[config.mk]
export PLATFORM = sky130hd
export DESIGN_NAME = surf_event_sequencer_flat
export DESIGN_NICKNAME = d
export VERILOG_FILES = /design/src/rtl/surf_event_sequencer_if.sv /design/src/rtl/surf_event_sequencer.sv /design/src/flat_wrapper.sv
export SDC_FILE = /design/constraint.sdc
export NUM_CORES = 1
export LEC_CHECK = 0
export ABC_AREA = 0
export CAP_MARGIN = 20
export CORE_MARGIN = 2
export CORE_UTILIZATION = 49
export DETAILED_ROUTE_END_ITERATION = 10
export GPL_TIMING_DRIVEN = 1
export MAX_ROUTING_LAYER = met4
export PLACE_DENSITY = 0.82
export SLEW_MARGIN = 15
export SYNTH_ARGS = -nofsm -noshare
export SYNTH_HDL_FRONTEND = slang
export SYNTH_SLANG_ARGS = --single-unit
export TNS_END_PERCENT = 5
[constraint.sdc]
create_clock -name aclk -period 4.2 [get_ports aclk]
set_input_delay 0.84 -clock aclk [delete_from_list [all_inputs] [get_ports aclk]]
set_output_delay 0.84 -clock aclk [all_outputs]
set_load 0.1 [all_outputs]
[src/rtl/surf_event_sequencer_if.sv]
// Per-SURF input byte streams and the merged output stream of the event sequencer.
interface surf_event_sequencer_if #(
    parameter int NSURF = 7
);
    logic [8*NSURF-1:0] s_dout_tdata;
    logic [NSURF-1:0]   s_dout_tvalid;
    logic [NSURF-1:0]   s_dout_tlast;
    logic [NSURF-1:0]   s_dout_tready;
    logic [7:0]         m_dout_tdata;
    logic               m_dout_tvalid;
    logic               m_dout_tready;
    logic               m_dout_tlast;

    modport slave (
        input  s_dout_tdata, s_dout_tvalid, s_dout_tlast,
        output s_dout_tready,
        output m_dout_tdata, m_dout_tvalid, m_dout_tlast,
        input  m_dout_tready
    );

    modport master (
        output s_dout_tdata, s_dout_tvalid, s_dout_tlast,
        input  s_dout_tready,
        input  m_dout_tdata, m_dout_tvalid, m_dout_tlast,
        output m_dout_tready
    );
endinterface

[src/rtl/surf_event_sequencer.sv]
// Merges per-SURF event segments into one event stream, SURF 0..NSURF-1 in order,
// with sticky stall-timeout and segment-length error reporting.
module surf_event_sequencer #(
    parameter int NSURF         = 7,
    parameter int SEG_BYTES     = 12292,
    parameter int TIMEOUT_WIDTH = 24,
    localparam int SEL_W        = $clog2(NSURF)
) (
    input  logic                     aclk,
    input  logic                     aresetn,
    surf_event_sequencer_if.slave    dout,
    input  logic [TIMEOUT_WIDTH-1:0] timeout_i,
    input  logic                     err_clear_i,
    output logic [SEL_W-1:0]         cur_surf_o,
    output logic                     busy_o,
    output logic [15:0]              event_count_o,
    output logic                     err_timeout_o,
    output logic                     err_length_o
);
    localparam int CNT_W = $clog2(SEG_BYTES + 1);
    localparam logic [CNT_W-1:0] SEG_LEN = CNT_W'(SEG_BYTES);
    localparam logic [SEL_W-1:0] LAST_SEL = SEL_W'(NSURF - 1);

    typedef enum logic [1:0] {IDLE, STREAM, DONE} state_t;

    state_t                   state, state_nxt;
    logic [SEL_W-1:0]         sel;
    logic [CNT_W-1:0]         byte_cnt, byte_cnt_inc;
    logic [TIMEOUT_WIDTH-1:0] stall_cnt, stall_nxt;
    logic [15:0]              event_cnt;
    logic                     busy_q, err_to_q, err_len_q;

    logic       sel_valid, sel_last, last_surf, hs, seg_end;
    logic       stall_active, len_err, to_err;
    logic [7:0] sel_data;

    assign sel_valid = dout.s_dout_tvalid[sel];
    assign sel_last  = dout.s_dout_tlast[sel];
    assign sel_data  = dout.s_dout_tdata[8*sel +: 8];
    assign last_surf = (sel == LAST_SEL);
    assign hs        = (state == STREAM) && sel_valid && dout.m_dout_tready;
    assign seg_end   = hs && sel_last;

    // Saturating so an over-long segment cannot wrap back onto SEG_LEN.
    assign byte_cnt_inc = (&byte_cnt) ? byte_cnt : byte_cnt + CNT_W'(1);
    assign len_err = seg_end ? (byte_cnt_inc != SEG_LEN)
                             : (hs && byte_cnt_inc == SEG_LEN);

    assign stall_active = (state == STREAM) && (timeout_i != '0);

    always_comb begin
        stall_nxt = stall_cnt;
        if (!stall_active || sel_valid)
            stall_nxt = '0;
        else if (stall_cnt != timeout_i)
            stall_nxt = stall_cnt + TIMEOUT_WIDTH'(1);
    end

    assign to_err = stall_active && !sel_valid && (stall_nxt == timeout_i);

    always_ff @(posedge aclk) begin
        if (!aresetn) state <= IDLE;
        else          state <= state_nxt;
    end

    always_comb begin
        state_nxt = state;
        case (state)
            IDLE:    if (dout.s_dout_tvalid[0]) state_nxt = STREAM;
            STREAM:  if (seg_end && last_surf) state_nxt = DONE;
            DONE:    state_nxt = IDLE;
            default: state_nxt = IDLE;
        endcase
    end

    always_comb begin
        dout.m_dout_tdata  = '0;
        dout.m_dout_tvalid = 1'b0;
        dout.m_dout_tlast  = 1'b0;
        dout.s_dout_tready = '0;
        if (state == STREAM) begin
            dout.m_dout_tdata       = sel_data;
            dout.m_dout_tvalid      = sel_valid;
            dout.m_dout_tlast       = sel_last && last_surf;
            dout.s_dout_tready[sel] = dout.m_dout_tready;
        end
    end

    always_ff @(posedge aclk) begin
        if (!aresetn) begin
            sel       <= '0;
            byte_cnt  <= '0;
            stall_cnt <= '0;
            event_cnt <= '0;
            busy_q    <= 1'b0;
            err_to_q  <= 1'b0;
            err_len_q <= 1'b0;
        end else begin
            stall_cnt <= stall_nxt;
            busy_q    <= (state_nxt != IDLE);

            if (state != STREAM)
                sel <= '0;
            else if (seg_end && !last_surf)
                sel <= sel + SEL_W'(1);

            if (state != STREAM || seg_end) byte_cnt <= '0;
            else if (hs)                    byte_cnt <= byte_cnt_inc;

            if (state == DONE) event_cnt <= event_cnt + 16'd1;

            // A fresh error in the clearing cycle must not be lost.
            if (len_err)          err_len_q <= 1'b1;
            else if (err_clear_i) err_len_q <= 1'b0;
            if (to_err)           err_to_q  <= 1'b1;
            else if (err_clear_i) err_to_q  <= 1'b0;
        end
    end

    assign cur_surf_o    = sel;
    assign busy_o        = busy_q;
    assign event_count_o = event_cnt;
    assign err_timeout_o = err_to_q;
    assign err_length_o  = err_len_q;
endmodule

[src/flat_wrapper.sv]
// flat-port wrapper written by rule: the top's interface ports become plain ports
module surf_event_sequencer_flat 
#(
    parameter int NSURF         = 7,
    parameter int SEG_BYTES     = 12292,
    parameter int TIMEOUT_WIDTH = 24,
    localparam int SEL_W        = $clog2(NSURF)
)
  (aclk, aresetn, timeout_i, err_clear_i, cur_surf_o, busy_o, event_count_o, err_timeout_o, err_length_o, dout_s_dout_tdata, dout_s_dout_tvalid, dout_s_dout_tlast, dout_s_dout_tready, dout_m_dout_tdata, dout_m_dout_tvalid, dout_m_dout_tlast, dout_m_dout_tready);
  surf_event_sequencer_if #(.NSURF(NSURF)) dout_i ();
  input  logic aclk;
  input  logic aresetn;
  input  logic [TIMEOUT_WIDTH-1:0] timeout_i;
  input  logic err_clear_i;
  output logic [SEL_W-1:0] cur_surf_o;
  output logic busy_o;
  output logic [15:0] event_count_o;
  output logic err_timeout_o;
  output logic err_length_o;
  input wire logic [$bits(dout_i.s_dout_tdata)-1:0] dout_s_dout_tdata;
  input wire logic [$bits(dout_i.s_dout_tvalid)-1:0] dout_s_dout_tvalid;
  input wire logic [$bits(dout_i.s_dout_tlast)-1:0] dout_s_dout_tlast;
  output wire logic [$bits(dout_i.s_dout_tready)-1:0] dout_s_dout_tready;
  output wire logic [$bits(dout_i.m_dout_tdata)-1:0] dout_m_dout_tdata;
  output wire logic [$bits(dout_i.m_dout_tvalid)-1:0] dout_m_dout_tvalid;
  output wire logic [$bits(dout_i.m_dout_tlast)-1:0] dout_m_dout_tlast;
  input wire logic [$bits(dout_i.m_dout_tready)-1:0] dout_m_dout_tready;
  assign dout_i.s_dout_tdata = dout_s_dout_tdata;
  assign dout_i.s_dout_tvalid = dout_s_dout_tvalid;
  assign dout_i.s_dout_tlast = dout_s_dout_tlast;
  assign dout_s_dout_tready = dout_i.s_dout_tready;
  assign dout_m_dout_tdata = dout_i.m_dout_tdata;
  assign dout_m_dout_tvalid = dout_i.m_dout_tvalid;
  assign dout_m_dout_tlast = dout_i.m_dout_tlast;
  assign dout_i.m_dout_tready = dout_m_dout_tready;
  surf_event_sequencer #(.NSURF(NSURF), .SEG_BYTES(SEG_BYTES), .TIMEOUT_WIDTH(TIMEOUT_WIDTH)) u_core (.aclk(aclk), .aresetn(aresetn), .dout(dout_i), .timeout_i(timeout_i), .err_clear_i(err_clear_i), .cur_surf_o(cur_surf_o), .busy_o(busy_o), .event_count_o(event_count_o), .err_timeout_o(err_timeout_o), .err_length_o(err_length_o));
endmodule
==> qor.yml, run 1 <==
fmax_mhz: 253
cts_setup_buffers: 0
routedWlPerCell_um: 17.5
max_cap_violations: 0
cts_tree: "done"
slew_viol_final: 0
ys_top_cells_by_area: "dfxtp_1 (26%), xor2_1 (8.5%), nor2_1 (6.8%)"
synth_top_cell_area_share: 0.257
ys.flop_type: "dfxtp_1"
ys_ff_latch: 62
worst_hold_slack_ns: 0.492
grt_max_degree: 39
sequentialPowerShare: 0.401
synth-compound-area-share: 0.153
yosys.area_share.simple: 0.318
insertion_delay_ns: 0.36
arrival_ns: 4.23
antenna_found_initial: 0
ys_seq_area_frac: 0.257
crit_buf_inv: 1
swShare: 0.276
synth.avg_cell_area_um2: 7.87
cts_resized: 0
fp.dieH_um: 103
die_w_um: 103
dpl.cell_count: 882
ir_worst_vdd_mv: 0.133
fin_area_mm2: 0.00677
path_delay_family: "simple AND/OR/NAND/NOR gates"
maxSlewHeadroom: 0.338
core_area_mm2: 0.00968
power.net_switching_mw: 0.408
hold_class: "flop to flop"
cts_hold_buf: 0
min_period_over_period: 0.941
place.gp.congestion: 1.05
dpl.hpwl_um: 12200
clk_pin_slew_ns: 0.07
root_buffer: "clkbuf_8"
grt_setup_unrepaired: "false"
grt_pass1_vias: 4828
synth_enable_flop_cells: 0
synth_top_cell_by_area: "dfxtp_1"
start_util: 0.499
ant_nets: 0
path_class: "primary input to flop"
place_area_mm2: 0.00655
synthMostInstantiatedCell: "nor2_1"
std_cell_rows: 36
yosys.area_share.adder: 0.0129
finalCriticalPeriod_ns: 3.95
tightest_slew_ns: 0.990
power_frac_comb: 0.194
area_growth_pct: 40.1
yosys_warnings: 0
grt-ovfl-total: 0
drt-initial-drc-count: 383
crit_path_max_incr_delay_ns: 0.52
die_area_mm2: 0.0107
crit_slowest_cell: "or4_4"
synth_nets: 717
io_pins: 137
drc_errors: 0
setup_viol: 0
postRouteWirelength_um: 15800
synth_top_family_by_area: "simple AND/OR/NAND/NOR gates"
synth_cell_type_count: 65
synthCells: 614
netlist_area_mm2: 0.00483
vias: 5190
clock_sinks: 62
clk_path_buf_depth: 2
fin_cells: 898
required_ns: 4.47
synth.area.mux_share: 0.0552
clock_power_share: 0.405
p_leak_nw: 2.42
status: "finished clean"
diodes: 0
synth_xor_area_frac: 0.160
worstSetupEndpointType: "flop"
synthArstFlopShare: 0
cts_buffers: 9
crit_path_start_kind: "primary input"
total_power_mw: 1.48
fin_skew_ns: 0.0148
cellPowerDensity_mw_per_mm2: 218
drive_gt1_frac: 0.127
finalHoldViolCount: 0
cts_max_level: 3
dr.pass1.iters: 6
io_buffers: 136
nets: 863
synth_common_cells: "nor2_1 (88), dfxtp_1 (62), xor2_1 (47), xnor2_1 (34), nand2_1 (31)"
grt_usage: 0.305
internal_power_mw: 1.07
viasPerCell: 5.78
grt_pass1_wl_um: 24300
worstPathMaxFanout: 16
critical_path.cell_chain: "clkdlybuf4s50_1 > xor2_2 > nor4_4 > nand4_4 > nor2_2 > nor2_1 > a41oi_1 > nand4_1 > a2111o_1 > or4_4 > o31ai_4"
## cell usage in the layout, fill, tap and decap left out, types with 5 or more instances in the layout
cell             netlist  layout
clkdlybuf4s50_1        0     117
nor2_1                88      88
dfxtp_1               62      61
buf_4                  0      50
xor2_1                47      47
xnor2_1               34      34
nand2_1               31      31
nand3_1               28      28
a21oi_1               23      23
mux2i_1               23      23
and2_1                22      22
a31oi_1               20      20
nand4_1               16      16
o21ai_0               15      15
nor2b_1               14      14
and3_1                13      13
o22ai_1               13      13
nor3_1                11      11
and4_1                11      11
inv_1                  9       9
nor4_1                11       9
clkbuf_8               0       9
buf_12                 0       8
nand2b_1               6       6
nor3b_1                7       6
a211oi_1               5       5
ha_1                   5       5
## area by class of cell
class / instances / area (um2)
clock inverter: 7 / 97.6
inverter: 9 / 33.8
clock buffer: 9 / 124
timing repair buffer: 175 / 1710
multi-input combinational: 503 / 3400
fill: 808 / 2920
sequential: 62 / 1240
tap: 133 / 166
## routing by layer
layer	routed length, um	vias to the layer above	GRT usage
met2	7590	221	0.502
met3	882	33	0.0497
met5	0	-	-
met4	345	0	0.0830
li1	-	2495	-
met1	6940	2441	0.389
## stage by stage
stage / util / TNS, ns / setup WS (ns)
after floorplan: - / -6.07 / -0.724
after global placement: 0.676 / 0 / 0.0160
after detailed placement: 0.676 / -0.0216 / -0.0216
after CTS: 0.699 / 0 / 0.322
after global routing: 0.699 / 0 / 0.157
final: 0.699 / 0 / 0.246
## worst register-to-register path, delay by kind of cell (launching register included)
kind	cells	cell delay [ns]
AO/OA/AOI/OAI	4	0.90
adder cells (fa/ha/maj)	1	0.33
flip-flops	1	0.54
AND/OR/NAND/NOR	6	1.71
## sequential cells by signal, indices dropped and copies added (netlist names)
signal / flops
u_core.err_length_o: 1
u_core.event_count_o: 16
u_core.cur_surf_o: 3
u_core.busy_o: 1
u_core.err_timeout_o: 1
u_core.byte_cnt: 14
u_core.stall_cnt: 24
u_core.state: 2
## power groups by stage
| stage | Combinational (mW) | Clock (mW) | Sequential, mW |
|---|---|---|---|
| after global placement | 0.282 | 0 | 0.606 |
| after CTS | 0.287 | 0.609 | 0.592 |
| after detailed placement | 0.285 | 0 | 0.606 |
| final | 0.287 | 0.598 | 0.592 |
| after floorplan | 0.117 | 0 | 0.612 |
| after global routing | 0.303 | 0.644 | 0.592 |
## cells by family after synthesis
| family | Yosys count |
|---|---|
| simple gates | 281 |
| compound gates | 107 |
| flops | 62 |
| buf+inv | 49 |
| xor+xnor | 85 |
| fa+ha+maj | 5 |
| mux | 25 |
## path summary, 6_finish.rpt
kind                                           from              endpoint  slack, ns  depth (start not counted)
worst max-delay path                  timeout_i[14]  u_core.err_timeout_o       0.25                         11
worst min-delay path                u_core.state[1]         u_core.busy_o       0.49                          1
worst max register to register  u_core.stall_cnt[0]  u_core.err_timeout_o       0.64                         11
worst min register to register      u_core.state[1]         u_core.busy_o       0.49                          1
Power figures use the tool's default switching activity.
==> inputs of run 2 (changes only) <==
--- a/config.mk
+++ b/config.mk
@@ -6,6 +6,7 @@
 export NUM_CORES = 1
 export LEC_CHECK = 0
 export ABC_AREA = 0
+export ABC_CLOCK_PERIOD_IN_PS = 4200
 export CAP_MARGIN = 20
 export CORE_MARGIN = 2
 export CORE_UTILIZATION = 49
==> results of run 2 <==
Final layout, timing and power as in run 1 (identical DEF).
==> inputs of run 3 (changes only) <==
--- a/config.mk
+++ b/config.mk
@@ -6,14 +6,15 @@
 export NUM_CORES = 1
 export LEC_CHECK = 0
 export ABC_AREA = 0
-export ABC_CLOCK_PERIOD_IN_PS = 4200
+export ABC_CLOCK_PERIOD_IN_PS = 4800
 export CAP_MARGIN = 20
 export CORE_MARGIN = 2
-export CORE_UTILIZATION = 49
+export CORE_UTILIZATION = 50
+export CTS_CLUSTER_DIAMETER = 100
 export DETAILED_ROUTE_END_ITERATION = 10
 export GPL_TIMING_DRIVEN = 1
 export MAX_ROUTING_LAYER = met4
-export PLACE_DENSITY = 0.82
+export PLACE_DENSITY = 0.83
 export SLEW_MARGIN = 15
 export SYNTH_ARGS = -nofsm -noshare
 export SYNTH_HDL_FRONTEND = slang
==> constraint.sdc (replaced) <==
create_clock -name aclk -period 4.8 [get_ports aclk]
set_input_delay 0.96 -clock aclk [delete_from_list [all_inputs] [get_ports aclk]]
set_output_delay 0.96 -clock aclk [all_outputs]
set_load 0.1 [all_outputs]
==> run 3 against run 2 <==
Net effect: first-iteration DRC count decreased by 2.9%; routed wire length decreased by 3.1%; cell count decreased by 3.1%; clock-buffer cell count increased by 1; global-route usage decreased by 0.21 points; sequential share of layout area increased by 0.87 points; via count decreased by 1.4%; clock skew decreased by 0.0028 ns; critical path depth unchanged; clock power decreased by 21%; largest cell class unchanged; highest routed layer unchanged.
==> qor.yml, run 3 (synthesized netlist as in run 1, its figures left out) <==
crit_path_start_kind: "primary input"
status: "finished clean"
path_class: "primary input to flop"
largest_register_ffs: 24
postRouteWirelength_um: 15300
finalCriticalPeriod_ns: 4.27
fmax_mhz: 234
crit_slowest_cell: "clkdlybuf4s50_1"
cts_buffers: 9
die_area_mm2: 0.0105
grt_pass1_wl_um: 23900
hold_class: "flop to flop"
cts_max_level: 3
area_growth_pct: 33.7
grt_pass1_vias: 4743
cellPowerDensity_mw_per_mm2: 189
drt-initial-drc-count: 372
die_w_um: 102
clk_path_buf_depth: 2
cts_setup_buffers: 0
regArea_mm2: 0.00124
arrival_ns: 4.53
root_buffer: "clkbuf_8"
antenna_found_initial: 0
drc_errors: 0
cts_tree: "done"
vias: 5115
finalHoldViolCount: 0
nets: 839
dpl.cell_count: 854
dr.pass1.iters: 5
cts_hold_buf: 0
grt_max_degree: 37
fin_skew_ns: 0.0120
maxSlewHeadroom: 0.343
drive_gt1_frac: 0.0931
routedWlPerCell_um: 17.5
setup_viol: 0
final_cell_mix: "clkdlybuf4s50_1 (119), nor2_1 (88), dfxtp_1 (61)"
crit_path_max_incr_delay_ns: 0.53
diodes: 0
core_area_mm2: 0.00933
min_period_over_period: 0.890
tightest_slew_ns: 0.982
post-route-util: 0.693
critical_path.cell_chain: "clkdlybuf4s50_1 > xor2_1 > nor4_1 > nand2_1 > nor2_2 > nor2_1 > a41oi_1 > nand4_1 > a2111o_1 > or4_4 > o31ai_4"
viasPerCell: 5.88
grt-ovfl-total: 0
fill_cells: 773
multi_input_area_mm2: 0.00339
place.gp.congestion: 1.10
ir_worst_vdd_mv: 0.153
grt_usage: 0.303
fp.dieH_um: 102
total_power_mw: 1.22
grt_setup_unrepaired: "false"
start_util: 0.518
worstPathMaxFanout: 11
io_pins: 137
clk_pin_slew_ns: 0.07
p_leak_nw: 2.27
io_buffers: 136
std_cell_rows: 35
fin_cells: 870
slew_viol_final: 0
required_ns: 5.06
ant_nets: 0
layout_commonest_cell: "clkdlybuf4s50_1"
max_flop_register: "u_core.stall_cnt"
clock_sinks: 62
max_cap_violations: 0
cts_resized: 0
worstSetupEndpointType: "flop"
dpl.hpwl_um: 12200
insertion_delay_ns: 0.34
==> run 3: layout make-up <==
| type | instances | share of cell area |
|---|---|---|
| sequential | 62 | 0.192 |
| inverter | 9 | 0.00523 |
| clock buffer | 10 | 0.0213 |
| multi-input combinational | 503 | 0.524 |
| timing repair buffer | 151 | 0.221 |
| clock inverter | 6 | 0.0106 |
| tap | 129 | 0.0250 |
==> run 3: per-layer routing <==
layer  GRT usage  vias up  share of wire
li1            -     2456              -
met1       0.370     2390           0.42
met2       0.509      237           0.49
met3      0.0561       32          0.073
met4      0.0892        0          0.021
met5           -        -              0
==> run 3: critical path, delay by kind of cell <==
kind	cells	cell delay, ns
buffers and inverters	1	0.53
AOI/OAI and AO/OA	3	0.83
and+or+nand+nor	6	1.97
xor gates and xnor gates	1	0.23
==> run 3: per-stage QoR <==
step / instance area [um2] / setup WS, ns / hold slack [ns] / setup TNS (ns)
floorplan: 4840 / -0.786 / 0.434 / -2.28
global placement: 6260 / 0.302 / 0.457 / 0
detailed placement: 6260 / 0.307 / 0.476 / 0
CTS: 6460 / 0.655 / 0.488 / 0
global route: 6460 / 0.387 / 0.498 / 0
finish: 6460 / 0.529 / 0.485 / 0
==> run 3: final timing paths <==
kind | depth (start not counted) | startpoint | slack, ns | to
max | 11 | timeout_i[23] | 0.53 | u_core.err_timeout_o
min | 1 | u_core.state[1] | 0.48 | u_core.busy_o
max reg2reg | 11 | u_core.cur_surf_o[0] | 1.15 | u_core.err_timeout_o
min reg2reg | 1 | u_core.state[1] | 0.48 | u_core.busy_o
==> run 3: where the power goes <==
group | internal (mW) | switching (mW)
logic | 0.112 | 0.122
clock network | 0.256 | 0.216
registers | 0.516 | 0.00215
total | 0.884 | 0.340
